===== src/rtl/seg7_reader.sv =====
// seg7_reader
// Samples a live seven-segment bus (segments a..g plus active-low digit
// select) and recovers the BCD digit being displayed. A pattern must be
// seen on STABLE_CYCLES consecutive enabled samples before it is accepted,
// so scan glitches and transitions are never reported. Each accepted value
// that differs from the last reported one produces a one-cycle valid pulse.
//
// Ports:
//   clk    - system clock, rising edge
//   rst    - asynchronous active-high reset
//   a..g   - segment inputs, active-high, asynchronous to clk
//   sel    - digit select, active-low (digit lit when sel=0)
//   data   - last accepted BCD digit (4'hF for an illegal pattern)
//   err    - last accepted pattern was not a legal digit
//   valid  - one-cycle pulse: data/err were just updated
//   locked - high while a stable pattern is locked
module seg7_reader #(
  parameter int unsigned STABLE_CYCLES = 4,
  parameter int unsigned CNT_W         = 8
) (
  input  logic       clk,
  input  logic       rst,
  input  logic       a,
  input  logic       b,
  input  logic       c,
  input  logic       d,
  input  logic       e,
  input  logic       f,
  input  logic       g,
  input  logic       sel,
  output logic [3:0] data,
  output logic       err,
  output logic       valid,
  output logic       locked
);

  typedef enum logic [1:0] {
    IDLE   = 2'd0,
    FILTER = 2'd1,
    LOCKED = 2'd2
  } state_t;

  localparam logic [CNT_W-1:0] CNT_LAST = CNT_W'(STABLE_CYCLES - 1);
  localparam logic [CNT_W-1:0] CNT_ONE  = CNT_W'(1);
  localparam logic [CNT_W-1:0] CNT_ZERO = CNT_W'(0);

  // Pattern {a..g} to {err, data}; anything outside the ten digits is an error.
  function automatic logic [4:0] decode_seg(input logic [6:0] pat);
    logic [4:0] res;
    case (pat)
      7'b1111110: res = {1'b0, 4'd0};
      7'b0110000: res = {1'b0, 4'd1};
      7'b1101101: res = {1'b0, 4'd2};
      7'b1111001: res = {1'b0, 4'd3};
      7'b0110011: res = {1'b0, 4'd4};
      7'b1011011: res = {1'b0, 4'd5};
      7'b1011111: res = {1'b0, 4'd6};
      7'b1110000: res = {1'b0, 4'd7};
      7'b1111111: res = {1'b0, 4'd8};
      7'b1111011: res = {1'b0, 4'd9};
      default:    res = {1'b1, 4'hF};
    endcase
    return res;
  endfunction

  state_t           state_q, state_d;
  logic [6:0]       pat_q, pat_d;
  logic             en_q, en_d;
  logic [6:0]       cand_q, cand_d;
  logic [CNT_W-1:0] cnt_q, cnt_d;
  logic             have_report_q, have_report_d;
  logic [3:0]       data_q, data_d;
  logic             err_q, err_d;
  logic             valid_q, valid_d;
  logic             locked_q, locked_d;

  logic             sample_en_s;
  logic             accept_s;
  logic [4:0]       dec_s;

  // A blank pattern is treated as display off even when the digit is selected.
  assign sample_en_s = en_q && (pat_q != 7'b0000000);
  assign dec_s       = decode_seg(cand_q);

  // Next-state, filter counter and report logic.
  always_comb begin
    state_d       = state_q;
    cand_d        = cand_q;
    cnt_d         = cnt_q;
    have_report_d = have_report_q;
    data_d        = data_q;
    err_d         = err_q;
    valid_d       = 1'b0;
    accept_s      = 1'b0;
    pat_d         = {a, b, c, d, e, f, g};
    en_d          = ~sel;

    case (state_q)
      IDLE: begin
        if (sample_en_s) begin
          cand_d  = pat_q;
          cnt_d   = CNT_ONE;
          state_d = FILTER;
        end else begin
          state_d = IDLE;
        end
      end
      FILTER: begin
        if (!sample_en_s) begin
          cnt_d   = CNT_ZERO;
          state_d = IDLE;
        end else if (pat_q != cand_q) begin
          cand_d = pat_q;
          cnt_d  = CNT_ONE;
        end else if (cnt_q < CNT_LAST) begin
          cnt_d = cnt_q + CNT_ONE;
        end else begin
          accept_s = 1'b1;
          state_d  = LOCKED;
        end
      end
      LOCKED: begin
        if (!sample_en_s) begin
          state_d = IDLE;
        end else if (pat_q != cand_q) begin
          cand_d  = pat_q;
          cnt_d   = CNT_ONE;
          state_d = FILTER;
        end else begin
          state_d = LOCKED;
        end
      end
      default: begin
        cnt_d   = CNT_ZERO;
        state_d = IDLE;
      end
    endcase

    // Re-lighting the same digit during scanning must not re-report it.
    if (accept_s) begin
      if (!have_report_q || (dec_s != {err_q, data_q})) begin
        err_d   = dec_s[4];
        data_d  = dec_s[3:0];
        valid_d = 1'b1;
      end else begin
        valid_d = 1'b0;
      end
      have_report_d = 1'b1;
    end else begin
      have_report_d = have_report_q;
    end

    locked_d = (state_d == LOCKED);
  end

  // State, input sample register and registered outputs.
  always_ff @(posedge clk or posedge rst) begin
    if (rst) begin
      state_q       <= IDLE;
      pat_q         <= 7'b0000000;
      en_q          <= 1'b0;
      cand_q        <= 7'b0000000;
      cnt_q         <= CNT_ZERO;
      have_report_q <= 1'b0;
      data_q        <= 4'h0;
      err_q         <= 1'b0;
      valid_q       <= 1'b0;
      locked_q      <= 1'b0;
    end else begin
      state_q       <= state_d;
      pat_q         <= pat_d;
      en_q          <= en_d;
      cand_q        <= cand_d;
      cnt_q         <= cnt_d;
      have_report_q <= have_report_d;
      data_q        <= data_d;
      err_q         <= err_d;
      valid_q       <= valid_d;
      locked_q      <= locked_d;
    end
  end

  assign data   = data_q;
  assign err    = err_q;
  assign valid  = valid_q;
  assign locked = locked_q;

endmodule


===== config.mk =====
export PLATFORM = sky130hd
export DESIGN_NAME = seg7_reader
export DESIGN_NICKNAME = d
export VERILOG_FILES = /design/src/rtl/seg7_reader.sv
export SDC_FILE = /design/constraint.sdc
export NUM_CORES = 1
export LEC_CHECK = 0
export BUFFER_PORTS_ARGS = -buffer_cell sky130_fd_sc_hd__buf_2
export CORE_MARGIN = 2
export CORE_UTILIZATION = 63
export DETAILED_ROUTE_END_ITERATION = 10
export PLACE_DENSITY = 0.95
export SETUP_SLACK_MARGIN = 0.2
export SYNTH_ARGS = -nofsm -noshare
export SYNTH_HDL_FRONTEND = slang
export SYNTH_SLANG_ARGS = --single-unit

===== constraint.sdc =====
create_clock -name clk -period 5.9 [get_ports clk]
set_input_delay 0.295 -clock clk [delete_from_list [all_inputs] [get_ports clk]]
set_output_delay 0.295 -clock clk [all_outputs]
set_load 0.02 [all_outputs]

After elaboration in Yosys (flattened, before gate mapping). Cells that the tools add are included.

Bits in registers: 33. Input bits: 10. Output and inout bits: 7. Word-level logic and storage cells: 69.

Add/subtract/negate cells: 1. Magnitude comparators: 1. Eq/ne operators: 21. Mux-type cells: 25. Bitwise operators: 1. Reductions and logical operators: 10.

Operators with widths (count): == test 7 bit (second input constant) (8); case mux 5 bit (10 select lines) (1); 2-to-1 mux 8 bit (6); case mux 8 bit (3 select lines) (1); 2-to-1 mux 7 bit (3); == test 7 x 6 -> 1 bit (second input constant) (2); case mux 7 bit (2 select lines) (1); 2-to-1 mux 2 bit (5); adder 8 x 1 -> 8 bit (second input constant) (1); < comparator 8 x 2 -> 1 bit (second input constant) (1); AND reduction 4 bit (2); 2-to-1 mux 1 bit (7); != test 7 bit (1); nonzero test 7 bit (1); != test 2 bit (second input constant) (3); case mux 2 bit (3 select lines) (1); != test 5 bit (1); == test 2 bit (second input constant) (2); != test 2 x 1 -> 1 bit (second input constant) (2); != test 4 bit (second input constant) (1); == test 2 x 1 -> 1 bit (second input constant) (1); zero test 2 bit (1); AND reduction 2 bit (1); nonzero test 2 bit (1); other kinds (5) (5).

Longest topological paths before layout.
Depth after elaboration: 6. Depth in mapped cells: 8. Mapped depth without buffers: 8.

Least setup slack after synthesis. OpenSTA, ideal clock, no wires.

Kind: register to register. Start point: reg cand_q[6]. End point: reg data_q[1] (netlist: data[1]). Setup time: 128 ps. Data arrival time: 2289 ps. Data required time: 5772 ps. Path slack: 3484 ps. Cell stages (with the launch flop): 9. Path buffers: 1. Period minus slack after synthesis: 2416 ps. Path through: dfrtp_1 > buf_2 > or3_1 > o31ai_2 > a211oi_1 > and2_1 > a311o_1 > a21boi_2 > mux2_1.

Longest elaborated chain between the ends: 5. Elaborated cells between the ends (all ways): 18. Those cells by class: 12 x eq/ne; 4 x mux; 2 x reduce/logical.

Ends and longest elaborated chain: start: declaration (RTL line 69) `logic [6:0] cand_q, cand_d;`; start signal: assignment (RTL line 173) `cand_q <= cand_d;`; == test 7 bit (tied with other cells) (RTL line 50) `case (pat)`; case mux 5 bit (10 select lines) / 2-to-1 mux 1 bit (equally long branches) (RTL line 50, 112); != test 5 bit / 2-to-1 mux 1 bit (equally long branches) (RTL line 141, 109); logical OR 1 bit / 2-to-1 mux 1 bit (equally long branches) (RTL line 141, 98); AND reduction 2 bit (no source line); end signal: assignment (RTL line 176) `data_q <= data_d;`; end: declaration (RTL line 72) `logic [3:0] data_q, data_d;`.

Several ways; a longest one is shown, not always the timed one. A chain may end at the register's enable or synchronous reset.

Worst setup path in the final report.
Start point: reg cand_q[0]. End point: reg data_q[1] (netlist: data[1]).

Same word-level chain as after synthesis.

==> results.tsv <==
metric	value	unit
die_height	57.6	um
tns	0	ns
die_area	0.00332	sq mm
drv_slew	0	
cp-end-kind	flip-flop	
worstPathCellList	o2111ai_1 > o31ai_2 > a211oi_1 > a211oi_1 > a311o_1 > a21boi_2 > mux2_1	
synthToLayoutAreaGrowth	8.63	%
top_usage_layer	met2	
fmax	372	MHz
grtUsageMet2	0.396	
period_share	0.456	
cpPeakStageDelay	0.57	ns
finClkSkew	0.0120	ns
synthesis.area	0.00181	sq mm
drive_gt1_frac	0.207	
antenna_cells	0	
core	0.00273	sq mm
hold_class	in2async	
ys_seq_area_frac	0.456	
drv_cap	0	
dp_hpwl	2520	um
die_x	57.6	um
insertion_delay	0.35	ns
rsz0062_at_grt	no	
h-tree-depth	2	
setup_viol	0	
rr_startpoint	cand_q[0]$_DFFE_PP0P_	
worstSetupStartpointType	flip-flop	
portBuffers	16	
grt_use_total	0.242	
grt_pass1_wl	6100	um
cts_tree	yes	
num_rows	19	
period_needed	2.69	ns
syn_avg_cell_area	10.4	sq um
vias	1429	
ios	17	
grt_pass1_vias	1368	
wl	3490	um
crit_slowest_cell	a211oi_1	
synth_cell_types	51	
status	finished clean	
ir_worst_vdd	0.202	mV
antenna_found_initial	0	
ant_nets	0	
start_util	0.663	
synthCells	175	
leakage	0.841	nW
grtUsageMet3	0.0625	
worstPathArrival	2.92	ns
path_clk_slew	0.10	ns
synthFlopType	dfrtp_1	
grt-ovfl-total	0	
crit_type	reg2reg	
dr.pass1.iters	4	
gp_congestion	0.962	
ys_async_sr_fraction	1.00	
drc	0	
final_nets	208	
setup_slack	3.21	ns
root_buffer	clkbuf_4	
crit_path_frequent_cell	a211oi_1	
grt_max_degree	34	
post-place-ws	3.22	ns
power_density	243	mW/mm^2
crit_start	cand_q[0]$_DFFE_PP0P_	
viasPerCell	6.38	
synthesis.nets	191	
ys.warnings.count	0	
numCtsBuffers	5	
cts_setup_buffers	0	
grt_use_met1	0.309	
drtIter0Drc	110	
synth_edf_count	0	
cp.required	6.13	ns
post_drt_wl_per_cell	15.6	um
hold_viol_final	0	
maxSlewHeadroom	0.526	
cts.repair.resized	0	
hold_buffers	0	
worst-slew-pin-transition	0.706	ns
crit_fanout	10	
ys_ff_latch	33	
clockBufferDepth	2	
clock_sinks	33	
[routing by layer]
metal / vias to the layer above / routed length [um]
li1: 689 / -
met1: 686 / 1520
met2: 41 / 1740
met3: 13 / 143
met4: 0 / 85
met5: - / 0
[kinds of logic (layout without fill, tap and decap cells)]
| family | after synthesis | count (layout) | share of synthesized area |
|---|---|---|---|
| xor+xnor | 8 | 8 | 0.0387 |
| compound gates | 36 | 36 | 0.165 |
| fa+ha+maj | 6 | 6 | 0.0414 |
| mux | 10 | 10 | 0.0615 |
| simple gates | 66 | 66 | 0.197 |
| buf+inv | 16 | 34 | 0.0407 |
| flops | 33 | 33 | 0.456 |
[critical path, delay by kind of cell (launching register included)]
kind	cells	cell delay, ns
AOI/OAI and AO/OA	6	1.75
DFF	1	0.51
muxes	1	0.34
[layout make-up]
cell class	count	area, sq um
multi-input combinational	126	912
sequential	33	826
fill	204	766
timing repair buffer	17	87.6
clock buffer	7	65.1
tap	31	38.8
inverter	9	33.8
clock inverter	1	5.00
[power breakdown]
group | internal (W) | switching [W]
clock | 0.0000690 | 0.0000755
combinational | 0.0000348 | 0.0000358
sequential | 0.000238 | 0.0000253
[sequential cells by signal (all words and copies together) (netlist names)]
name / cells
have_report_q: 1
locked: 1
cnt_q: 8
valid: 1
data: 4
err: 1
cand_q: 7
en_q: 1
pat_q: 7
state_q: 2
[synthesized netlist by cell type, drive strengths merged (5+ instances only)]
cell type	count	area, sq um
nand4	5	31.3
dfrtp	33	826
and2	5	31.3
inv	9	33.8
nor3	6	30.0
nor2	18	67.6
ha	6	75.1
nand2	10	37.5
buf	6	36.3
mux2	9	101
xnor2	8	70.1
[layout by cell type, fill, tap and decap left out, drive strengths merged, types with 4 or more instances in the layout]
cell type / n
nor2: 18
clkbuf: 7
a31oi: 4
o21ai: 4
and2: 5
nand4: 5
xnor2: 8
a21oi: 4
dfrtp: 33
ha: 6
inv: 9
nor3: 6
buf: 17
nand2: 10
mux2: 9
[final timing paths]
kind	to	slack, ns	cells past startpoint
hold / removal	cnt_q[7]$_DFFE_PP0P_	0.01	3
setup reg to reg	data[1]$_DFFE_PP0P_	3.21	7
setup / recovery	data[1]$_DFFE_PP0P_	3.21	7
hold reg to reg	cnt_q[2]$_DFFE_PP0P_	0.53	1
min in group clk	pat_q[3]$_DFF_PP0_	0.06	1
max in group asynchronous	pat_q[2]$_DFF_PP0_	5.60	3
[metrics by stage]
stage	cell area [sq um]	total power [W]	cells	hold slack (ns)	util
global placement	1900	0.000332	216	0.388	0.694
global route	1970	0.000500	224	0.0325	0.720
floorplan	1810	0.000325	175	0.326	-
CTS	1970	0.000479	224	0.0297	0.720
detailed placement	1900	0.000337	216	0.400	0.694
finish	1970	0.000478	224	0.0106	0.720
Power figures use the tool's default switching activity.
